[src/rtl/imem_boot_loader_pkg.sv]
// Shared types for the imem boot loader: FSM states, frame magic,
// default imem depth and the word-to-byte-address helper.
package loader_pkg;

  typedef enum logic [2:0] {
    IDLE,
    CNT_LO,
    CNT_HI,
    PAYLOAD,
    CHK,
    DONE,
    ERROR
  } loader_state_t;

  localparam logic [7:0] LOADER_MAGIC = 8'hA5;
  localparam int unsigned DEFAULT_DEPTH_WORDS = 256;

  function automatic logic [31:0] word_addr(
    input logic [31:0] base,
    input logic [15:0] idx
  );
    return base + {14'd0, idx, 2'b00};
  endfunction

endpackage

[src/rtl/imem_boot_loader_if.sv]
// Byte stream handshake: valid/data from the producer, ready back.
// master = byte producer, slave = byte consumer.
interface imem_boot_loader_if;
  logic       valid;
  logic [7:0] data;
  logic       ready;

  modport master (
    output valid,
    output data,
    input  ready
  );

  modport slave (
    input  valid,
    input  data,
    output ready
  );
endinterface

[src/rtl/imem_boot_loader_packer.sv]
// byte_word_packer: packs 4 bytes (LSB first) into a 32-bit word.
// Ports: i_clk, i_resetn, s_byte (slave), o_word_valid pulse, o_word.
module byte_word_packer (
  input  logic              i_clk,
  input  logic              i_resetn,
  imem_boot_loader_if.slave s_byte,
  output logic              o_word_valid,
  output logic [31:0]       o_word
);

  logic [1:0]  r_idx;
  logic [23:0] r_sh;

  assign s_byte.ready = 1'b1;

  // Word completes combinationally on the 4th byte;
  // the caller registers it.
  assign o_word_valid = s_byte.valid && (r_idx == 2'd3);
  assign o_word       = {s_byte.data, r_sh};

  always_ff @(posedge i_clk or negedge i_resetn) begin
    if (!i_resetn) begin
      r_idx <= 2'd0;
      r_sh  <= 24'd0;
    end else if (s_byte.valid) begin
      r_idx <= r_idx + 2'd1;
      r_sh  <= {s_byte.data, r_sh[23:8]};
    end
  end

endmodule

[src/rtl/imem_boot_loader.sv]
// imem_boot_loader: framed byte stream -> imem word writes, holds core in
// reset until a checksum-clean frame lands. Ports: byte link, imem wr, status.
module imem_boot_loader
  import loader_pkg::*;
#(
  parameter int unsigned DEPTH_WORDS = DEFAULT_DEPTH_WORDS,
  parameter logic [31:0] BASE_ADDR   = 32'h0000_0000,
  parameter logic [7:0]  MAGIC       = LOADER_MAGIC
) (
  input  logic        i_clk,
  input  logic        i_resetn,
  input  logic        i_byte_valid,
  input  logic [7:0]  i_byte,
  output logic        o_byte_ready,
  output logic        o_imem_we,
  output logic [31:0] o_imem_addr,
  output logic [31:0] o_imem_wdata,
  output logic        o_core_resetn,
  output logic        o_done,
  output logic        o_error,
  output logic [15:0] o_words_loaded
);

  loader_state_t r_state;
  loader_state_t w_next;

  logic [7:0]  r_cnt_lo;
  logic [15:0] r_cnt;
  logic [15:0] r_widx;
  logic [7:0]  r_xor;
  logic        r_we;
  logic [31:0] r_addr;
  logic [31:0] r_wdata;
  logic        r_done;
  logic        r_core_rstn;

  logic        w_acc;
  logic        w_magic;
  logic        w_pay;
  logic        w_clr;
  logic [15:0] w_cnt;
  logic        w_cnt_big;
  logic        w_last;
  logic        w_set_done;
  logic        w_word_valid;
  logic [31:0] w_word;

  imem_boot_loader_if u_lnk ();

  byte_word_packer u_pack (
    .i_clk        (i_clk),
    .i_resetn     (i_resetn),
    .s_byte       (u_lnk),
    .o_word_valid (w_word_valid),
    .o_word       (w_word)
  );

  // Ready is gated by reset so every output sits at 0 while held.
  assign o_byte_ready = i_resetn
                     && (r_state != DONE)
                     && ((r_state != PAYLOAD) || u_lnk.ready);

  assign w_acc   = i_byte_valid && o_byte_ready;
  assign w_magic = w_acc && (i_byte == MAGIC);
  assign w_pay   = w_acc && (r_state == PAYLOAD);
  assign w_clr   = w_magic
                && ((r_state == IDLE) || (r_state == ERROR));

  assign u_lnk.valid = w_pay;
  assign u_lnk.data  = i_byte;

  assign w_cnt     = {i_byte, r_cnt_lo};
  assign w_cnt_big = 32'(w_cnt) > DEPTH_WORDS;
  assign w_last    = w_word_valid && ((r_widx + 16'd1) == r_cnt);

  always_ff @(posedge i_clk or negedge i_resetn) begin
    if (!i_resetn) r_state <= IDLE;
    else           r_state <= w_next;
  end

  always_comb begin
    w_next     = r_state;
    w_set_done = 1'b0;
    unique case (r_state)
      IDLE, ERROR: begin
        if (w_magic) w_next = CNT_LO;
      end
      CNT_LO: begin
        if (w_acc) w_next = CNT_HI;
      end
      CNT_HI: begin
        if (w_acc) begin
          if (w_cnt_big)          w_next = ERROR;
          else if (w_cnt == 16'd0) w_next = CHK;
          else                     w_next = PAYLOAD;
        end
      end
      PAYLOAD: begin
        if (w_last) w_next = CHK;
      end
      CHK: begin
        if (w_acc) begin
          if (i_byte == r_xor) begin
            w_next     = DONE;
            w_set_done = 1'b1;
          end else begin
            w_next = ERROR;
          end
        end
      end
      DONE: begin
        w_next = DONE;
      end
      default: begin
        w_next = IDLE;
      end
    endcase
  end

  always_ff @(posedge i_clk or negedge i_resetn) begin
    if (!i_resetn) begin
      r_cnt_lo    <= 8'd0;
      r_cnt       <= 16'd0;
      r_widx      <= 16'd0;
      r_xor       <= 8'd0;
      r_we        <= 1'b0;
      r_addr      <= BASE_ADDR;
      r_wdata     <= 32'd0;
      r_done      <= 1'b0;
      r_core_rstn <= 1'b0;
    end else begin
      r_we <= w_word_valid;
      if (w_clr) begin
        r_widx <= 16'd0;
        r_xor  <= 8'd0;
      end else begin
        if (w_pay)        r_xor  <= r_xor ^ i_byte;
        if (w_word_valid) r_widx <= r_widx + 16'd1;
      end
      if (w_word_valid) begin
        r_addr  <= word_addr(BASE_ADDR, r_widx);
        r_wdata <= w_word;
      end
      if (w_acc && (r_state == CNT_LO)) r_cnt_lo <= i_byte;
      if (w_acc && (r_state == CNT_HI)) r_cnt    <= w_cnt;
      // Core reset is a flop so the cpu never sees a glitch.
      if (w_set_done) begin
        r_done      <= 1'b1;
        r_core_rstn <= 1'b1;
      end
    end
  end

  assign o_imem_we      = r_we;
  assign o_imem_addr    = r_addr;
  assign o_imem_wdata   = r_wdata;
  assign o_core_resetn  = r_core_rstn;
  assign o_done         = r_done;
  assign o_error        = (r_state == ERROR);
  assign o_words_loaded = r_widx;

endmodule

[config.mk]
export PLATFORM = sky130hd
export DESIGN_NAME = imem_boot_loader
export DESIGN_NICKNAME = d
export VERILOG_FILES = /design/src/rtl/imem_boot_loader_pkg.sv /design/src/rtl/imem_boot_loader_if.sv /design/src/rtl/imem_boot_loader_packer.sv /design/src/rtl/imem_boot_loader.sv
export SDC_FILE = /design/constraint.sdc
export NUM_CORES = 1
export LEC_CHECK = 0
export ABC_CLOCK_PERIOD_IN_PS = 6000
export CORE_MARGIN = 2
export CORE_UTILIZATION = 58
export CTS_CLUSTER_DIAMETER = 60
export CTS_CLUSTER_SIZE = 10
export DETAILED_ROUTE_END_ITERATION = 7
export PLACE_DENSITY = 0.85
export SETUP_SLACK_MARGIN = 0.05
export SYNTH_ARGS = -nofsm -noshare
export SYNTH_HDL_FRONTEND = slang
export SYNTH_SLANG_ARGS = --single-unit
export TNS_END_PERCENT = 20
[constraint.sdc]
create_clock -name i_clk -period 6 [get_ports i_clk]
set_input_delay 1.8 -clock i_clk [delete_from_list [all_inputs] [get_ports i_clk]]
set_output_delay 1.8 -clock i_clk [all_outputs]
set_load 0.05 [all_outputs]
==> results of run 1 <==
==> area by class of cell <==
cell class                 count  area share
sequential                   127      0.4315
multi-input combinational    467      0.3464
timing repair buffer          85      0.1128
clock buffer                  23     0.06473
tap                          136     0.02311
clock inverter                 9     0.01784
inverter                       7    0.003568
==> path summary, 6_finish.rpt <==
path,slack (ns),cells past startpoint,startpoint,end
worst max-delay path,1.76,4,i_resetn,o_byte_ready
worst min-delay path,0.47,2,o_imem_addr[5],o_imem_addr[5]
worst max register to register,3.15,7,o_words_loaded[0],r_state[2]
worst min register to register,0.47,2,o_imem_addr[5],o_imem_addr[5]
max in group asynchronous,3.23,3,i_resetn,r_cnt[1]
min in group asynchronous,1.50,2,i_resetn,o_imem_wdata[2]
==> power groups by stage <==
stage                     registers [mW]  clock network, mW  logic (mW)
after detailed placement            1.18                  0       0.466
after global placement              1.17                  0       0.450
after floorplan                     1.13                  0       0.394
final                               1.17               1.04       0.476
after CTS                           1.17               1.04       0.479
after global routing                1.19               1.09       0.521
==> cell families after synthesis <==
family,after synthesis,share of synthesized area
other,1,0.0006203
buffers and inverters,60,0.06250
adders and majority gates,2,0.004138
and+or+nand+nor,319,0.2343
DFF,127,0.5257
muxes,26,0.04801
xor gates and xnor gates,39,0.05650
AOI/OAI and AO/OA,65,0.06830
==> through the flow <==
stage,std cells,area (um2),hold slack [ns],setup slack (ns),util
after floorplan,654,6102,0.4386,1.573,-
after global placement,822,6756,0.4523,1.580,0.6604
after detailed placement,822,6756,0.4569,1.501,0.6604
after CTS,854,7365,0.4763,1.778,0.7198
after global routing,854,7365,0.4991,1.751,0.7198
final,854,7365,0.4741,1.764,0.7198
==> sequential cells by signal (all words and copies together), names as in the netlist <==
name and count:
r_xor 8, o_imem_wdata 32, o_imem_addr 16, r_cnt 16, r_cnt_lo 8, o_words_loaded 16
u_pack.r_sh 24, u_pack.r_idx 2, r_state 3, o_core_resetn 1, o_imem_we 1
==> tightest hold or removal path: stages, from the launching register on <==
cell and delay (ns):
sky130_fd_sc_hd__dfrtp_1 0.34, sky130_fd_sc_hd__nand2_1 0.05, sky130_fd_sc_hd__nand2_1 0.06
==> layout by cell type (no fill, tap or decap), types with 4 or more instances in the layout <==
cell                              instances
sky130_fd_sc_hd__clkbuf_8                 5
sky130_fd_sc_hd__nor3_1                   5
sky130_fd_sc_hd__inv_1                    6
sky130_fd_sc_hd__o31ai_1                  6
sky130_fd_sc_hd__buf_4                    8
sky130_fd_sc_hd__xor2_1                  14
sky130_fd_sc_hd__nor2_1                  30
sky130_fd_sc_hd__clkdlybuf4s50_1         77
sky130_fd_sc_hd__dfrtp_1                127
sky130_fd_sc_hd__a21oi_1                  7
sky130_fd_sc_hd__clkbuf_16               16
sky130_fd_sc_hd__o21ai_1                 13
sky130_fd_sc_hd__o21ai_0                 21
sky130_fd_sc_hd__a31oi_1                  4
sky130_fd_sc_hd__conb_1                  16
sky130_fd_sc_hd__mux2_2                  24
sky130_fd_sc_hd__nand4_1                  8
sky130_fd_sc_hd__nand2_1                237
sky130_fd_sc_hd__xnor2_1                 25
==> layer usage <==
metal	track usage	wire (um)
met5	0	0
met4	0.1344	399
met3	0.05334	721
met2	0.4433	7097
met1	0.3383	5960
==> metrics.log, run 1 <==
INFO  metric outcome = complete, no violations
INFO  metric total_power = between 2 and 3 mW
INFO  metric timing.critical_path.required = 4.20 ns
INFO  metric post_drt_wl_per_cell = 16.60 um
INFO  metric top_level_ports = 96
INFO  metric drt.antenna.violating_nets = 0
INFO  metric gr-total-overflow = 0
INFO  metric sw_frac_of_total = 0.2904
INFO  metric ctsResizeCount = 0
INFO  metric fin_nets = 718
INFO  metric avgSynthCellArea = 9.461 um2
INFO  metric critical_path_s_most_frequent_cell = sky130_fd_sc_hd__buf_4
INFO  metric crit_type = primary input to primary output
INFO  metric cp_max_fo = 3
INFO  metric fin_max_slew_vios = 0
INFO  metric critical-path-slowest-cell = sky130_fd_sc_hd__buf_4
INFO  metric cp-end-kind = primary output
INFO  metric clock-root-buffer = sky130_fd_sc_hd__clkbuf_8
INFO  metric design.die.area = 11,260 um2
INFO  metric ff_latch_area = 3178 um2
INFO  metric detailed_router_s_first_iteration_violation_count = 367
INFO  metric period_needed = 4.236 ns
INFO  metric number_of_buffers_added_by_the_clock_tree_synthesis_step = 17
INFO  metric num-fill-cells = 723
INFO  metric wl = 14,180 um
INFO  metric design.core.area = between 10,000 and 15,000 um2
INFO  metric h-tree-depth = 4
INFO  metric leakage_power = 3.507 nW
INFO  metric antenna-diode-count = 0
INFO  metric yosys.cell_count.top_type = sky130_fd_sc_hd__nand2_1
INFO  metric place.port_buffers = 79
INFO  metric flops_latches_synth = 127
INFO  metric route.detailed.drc = 0
INFO  metric slew_at_the_pin_closest_to_its_max_slew_limit = 0.9231 ns
INFO  metric start_util = 0.5909
INFO  metric multi_input_area = 2551 um2
INFO  metric via_count_of_the_first_global_routing_pass = 4,805
INFO  metric critical-path-top-delay-family = buffers and inverters
INFO  metric sequential_fraction_of_design_power = 0.437
INFO  metric total_via_count_in_the_routed_design = between 4,000 and 5,000
INFO  metric postSynth.asyncResetShare = 1.000
INFO  metric cts_tree = built
INFO  metric share_of_the_synthesized_area_in_the_top_cell_type = 0.5257
INFO  metric placementRows = 37
INFO  metric clkLatencyLatePin = 0.52 ns
INFO  metric final_min_period_over_clock_period = 0.7061
INFO  metric path_clk_slew = 0.05 ns
INFO  metric setup_violations = 0
INFO  metric worstPathBufferInverterCount = 3
INFO  metric drt_first_pass_iters = 5
INFO  metric synth_top_cells_by_area = sky130_fd_sc_hd__dfrtp_1 (53%), sky130_fd_sc_hd__nand2_1 (15%), sky130_fd_sc_hd__mux2_2 (4.5%)
INFO  metric intPower = 1.906 mW
INFO  metric worst-endpoint-arrival = between 2 and 2.5 ns
INFO  metric slew_headroom = 0.3823
INFO  metric grt_max_degree = 74
INFO  metric maximum_count_of_clock_buffers_along_a_single_path = 2
INFO  metric final_layout_size_suffix_gt1_frac = 0.1086
INFO  metric power.clock.fraction = 0.386
INFO  metric ir_worst_vdd = 0.2205 mV
INFO  metric power.density_cell_area = 364.7 nW/um2
INFO  metric worst_hold_path_type = flop to flop
INFO  metric slowest_delay = 0.23 ns
INFO  metric cts_post_setup_buffers_inserted = 0
INFO  metric syn_area = 6046 um2
INFO  metric ys_seq_area_frac = 0.5257
INFO  metric wire_length_of_the_first_global_routing_pass = 23,540 um
INFO  metric flow.area_growth_from_synthesis = 21.81%
INFO  metric synth_top_flop_cell = sky130_fd_sc_hd__dfrtp_1
INFO  metric initial_antenna_violation_count = 0
INFO  metric yosysUniqueCellTypes = 58
INFO  metric finalWeightedCongestion = 0.8824
INFO  metric yosysWarnings = 0
INFO  metric hpwlAfterDp = 9311 um
INFO  metric path_cells = buf_4, inv_1, a31oi_1, buf_4
INFO  metric post_drt_via_cell_ratio = between 5 and 6
INFO  metric rsz0062_at_grt = false
INFO  metric net_sw_power = 0.7798 mW
INFO  metric grtUsageTotal = 0.2683
INFO  metric die_x = 106.1 um
INFO  metric instance_count_of_the_mapped_netlist = 639
INFO  metric skew = 0.007522 ns
INFO  metric maxClockFrequency = 236.1 MHz
INFO  metric finalSetupTns = 0 ns
INFO  metric power.share.combinational = 0.177
INFO  metric ctsHoldBuffers = 0
INFO  metric synth.largest_area_cell = sky130_fd_sc_hd__dfrtp_1
INFO  metric start_kind = primary input
INFO  metric finalHoldViolations = 0
INFO  metric tritoncts_num_sinks = 127
INFO  metric synth_edf_count = 0
INFO  metric post_synth_most_frequent_cells = sky130_fd_sc_hd__nand2_1 (237), sky130_fd_sc_hd__dfrtp_1 (127), sky130_fd_sc_hd__nor2_1 (30)
INFO  metric die_height = roughly 110 um
INFO  metric max-cap-violations = 0
(Power assumes the default switching activity.)
==> run 2: changes to the inputs <==
--- a/config.mk
+++ b/config.mk
@@ -5,13 +5,13 @@
 export SDC_FILE = /design/constraint.sdc
 export NUM_CORES = 1
 export LEC_CHECK = 0
-export ABC_CLOCK_PERIOD_IN_PS = 6000
+export ABC_CLOCK_PERIOD_IN_PS = 4000
 export CORE_MARGIN = 2
-export CORE_UTILIZATION = 58
+export CORE_UTILIZATION = 54
 export CTS_CLUSTER_DIAMETER = 60
 export CTS_CLUSTER_SIZE = 10
 export DETAILED_ROUTE_END_ITERATION = 7
-export PLACE_DENSITY = 0.85
+export PLACE_DENSITY = 0.8
 export SETUP_SLACK_MARGIN = 0.05
 export SYNTH_ARGS = -nofsm -noshare
 export SYNTH_HDL_FRONTEND = slang
==> constraint.sdc (replaced) <==
create_clock -name i_clk -period 4 [get_ports i_clk]
set_input_delay 1.2 -clock i_clk [delete_from_list [all_inputs] [get_ports i_clk]]
set_output_delay 1.2 -clock i_clk [all_outputs]
set_load 0.05 [all_outputs]
==> metrics.log, run 2 (synthesis results as in run 1) <==
INFO  metric outcome = complete, no violations
INFO  metric clock-root-buffer = sky130_fd_sc_hd__clkbuf_8
INFO  metric clkLatencyLatePin = 0.53 ns (about the same)
INFO  metric slew_at_the_pin_closest_to_its_max_slew_limit = 0.9693 ns (+0.04615 ns)
INFO  metric setup_violations = 0 (unchanged)
INFO  metric timing.critical_path.required = 2.80 ns (-1.40 ns)
INFO  metric period_needed = 3.465 ns
INFO  metric flow.area_growth_from_synthesis = 22.89%
INFO  metric power.density_cell_area = 536.6 nW/um2 (+47%)
INFO  metric number_of_buffers_added_by_the_clock_tree_synthesis_step = 17 (unchanged)
INFO  metric cts_tree = built
INFO  metric layout_commonest_cell = sky130_fd_sc_hd__nand2_1
INFO  metric initial_antenna_violation_count = 1 (+1)
INFO  metric worstPathBufferInverterCount = 2 (-1)
INFO  metric hpwlAfterDp = 9102 um (-2.2%)
INFO  metric die_x = 109.8 um (+3.5%)
INFO  metric start_kind = flop
INFO  metric cp-end-kind = primary output
INFO  metric detailed_router_s_first_iteration_violation_count = 364 (-0.82%)
INFO  metric top_level_ports = 96 (unchanged)
INFO  metric placementRows = 38 (+2.7%)
INFO  metric slowest_delay = 0.84 ns (+0.61 ns)
INFO  metric grtUsageTotal = 0.2486 (-0.01974)
INFO  metric critical-path-top-delay-family = buffers and inverters
INFO  metric ir_worst_vdd = 0.3165 mV (+44%)
INFO  metric drt_first_pass_iters = 5 (unchanged)
INFO  metric via_count_of_the_first_global_routing_pass = 4,587 (-4.5%)
INFO  metric tritoncts_num_sinks = 127 (unchanged)
INFO  metric postLayoutCellArea = 7430 um2 (+0.88%)
INFO  metric leakage_power = 3.551 nW (+1.3%)
INFO  metric placed_area = 6842 um2 (+1.3%)
INFO  metric max-cap-violations = 0 (unchanged)
INFO  metric cts_post_setup_buffers_inserted = 0 (unchanged)
INFO  metric fin_nets = 727 (+1.3%)
INFO  metric finalHoldViolations = 0 (unchanged)
INFO  metric largest_reg_flops = 32 (unchanged)
INFO  metric design.die.area = 12,060 um2 (+7.1%)
INFO  metric skew = 0.008343 ns (+0.0008206 ns)
INFO  metric design.core.area = 10,890 um2 (+6.4%)
INFO  metric start_util = 0.5553 (-0.03565)
INFO  metric ctsHoldBuffers = 0 (unchanged)
INFO  metric post_drt_wl_per_cell = 15.75 um (-5.1%)
INFO  metric place.port_buffers = 79 (unchanged)
INFO  metric num-fill-cells = 822 (+14%)
INFO  metric worst-endpoint-arrival = 2.27 ns (-0.17 ns)
INFO  metric post-route-worst-setup-slack = 0.5347 ns (-1.229 ns)
INFO  metric path_clk_slew = 0.06 ns (about the same)
INFO  metric grt_max_degree = 70 (-5.4%)
INFO  metric h-tree-depth = 4 (unchanged)
INFO  metric slew_headroom = 0.3514 (-0.03088)
INFO  metric drt.antenna.violating_nets = 0 (unchanged)
INFO  metric placement.setup.worst_slack = 0.2786 ns (-1.222 ns)
INFO  metric route.detailed.drc = 0 (unchanged)
INFO  metric critical-path-slowest-cell = sky130_fd_sc_hd__clkdlybuf4s50_1
INFO  metric final_layout_size_suffix_gt1_frac = 0.1210 (+0.01241)
INFO  metric antenna-diode-count = 0 (unchanged)
INFO  metric total_via_count_in_the_routed_design = 4,734 (-0.36%)
INFO  metric worst_hold_path_type = flop to flop
INFO  metric maximum_count_of_clock_buffers_along_a_single_path = 2 (unchanged)
INFO  metric wl = 13,660 um (-3.7%)
INFO  metric rsz0062_at_grt = false
INFO  metric finalWeightedCongestion = 0.8937 (+1.3%)
INFO  metric final_min_period_over_clock_period = 0.8663
INFO  metric fin_max_slew_vios = 0 (unchanged)
INFO  metric mostFrequentLayoutCells = sky130_fd_sc_hd__nand2_1 (237), sky130_fd_sc_hd__dfrtp_1 (127), sky130_fd_sc_hd__clkdlybuf4s50_1 (77), sky130_fd_sc_hd__nor2_1 (30), sky130_fd_sc_hd__xnor2_1 (25)
INFO  metric ctsResizeCount = 0 (unchanged)
INFO  metric path_cells = inv_1, nor3_1, clkdlybuf4s50_1
INFO  metric crit_type = flop to primary output
INFO  metric finalSetupTns = 0 ns (unchanged)
INFO  metric wire_length_of_the_first_global_routing_pass = 22,730 um (-3.4%)
INFO  metric gr-total-overflow = 0 (unchanged)
INFO  metric cp_max_fo = 9 (+6)
INFO  metric maxClockFrequency = between 200 and 300 MHz
INFO  metric post_drt_via_cell_ratio = 5.460 (-1.9%)
INFO  metric die_height = 109.8 um (+3.5%)
run 2: where the power goes:
group	internal (mW)	switching, mW
registers	1.52	0.243
clock network	0.941	0.567
logic	0.339	0.381
run 2: worst reg2reg max path, stage by stage, from the launching register on:
cell and delay [ns]:
sky130_fd_sc_hd__dfrtp_1 0.57, sky130_fd_sc_hd__ha_1 0.37, sky130_fd_sc_hd__nand3_4 0.20, sky130_fd_sc_hd__nor3_4 0.34, sky130_fd_sc_hd__mux2_2 0.36, sky130_fd_sc_hd__o21ai_0 0.42, sky130_fd_sc_hd__a2111oi_4 0.20, sky130_fd_sc_hd__a211o_1 0.31
run 2: layout make-up:
cell class                      count  area (um2)  area share
Sequential cell                   127        3178      0.4278
Multi-Input combinational cell    467        2551      0.3434
Timing Repair Buffer               94       910.9      0.1226
Clock buffer                       21       459.2     0.06181
Tap cell                          140       175.2     0.02358
Clock inverter                     11       128.9     0.01735
Inverter                            7       26.28    0.003537
run 2: per-layer routing:
layer	part of all wire	GRT usage
met5	0.00095	0
met4	0.016	0.07143
met3	0.063	0.08121
met2	0.48	0.3826
met1	0.44	0.3382
run 2: final timing paths:
kind / from / to / slack (ns) / cells after the start
max: r_state[1] / o_error / 0.53 / 3
min: u_pack.r_sh[4] / o_imem_wdata[4] / 0.46 / 2
max reg2reg: o_words_loaded[0] / r_state[2] / 1.11 / 7
min reg2reg: u_pack.r_sh[4] / o_imem_wdata[4] / 0.46 / 2
max in group asynchronous: i_resetn / o_imem_addr[5] / 1.78 / 3
min in group asynchronous: i_resetn / r_xor[7] / 0.51 / 1
run 2: per-stage QoR:
| step | utilization | total power [mW] | hold WS [ns] | std cells |
|---|---|---|---|---|
| floorplan | - | 2.279 | 0.4386 | 654 |
| detailed placement | 0.6284 | 2.470 | 0.4484 | 835 |
| CTS | 0.6824 | 3.999 | 0.4632 | 867 |
| global route | 0.6824 | 4.182 | 0.4751 | 867 |
| global placement | 0.6284 | 2.425 | 0.4515 | 835 |
| finish | 0.6824 | 3.987 | 0.4597 | 867 |
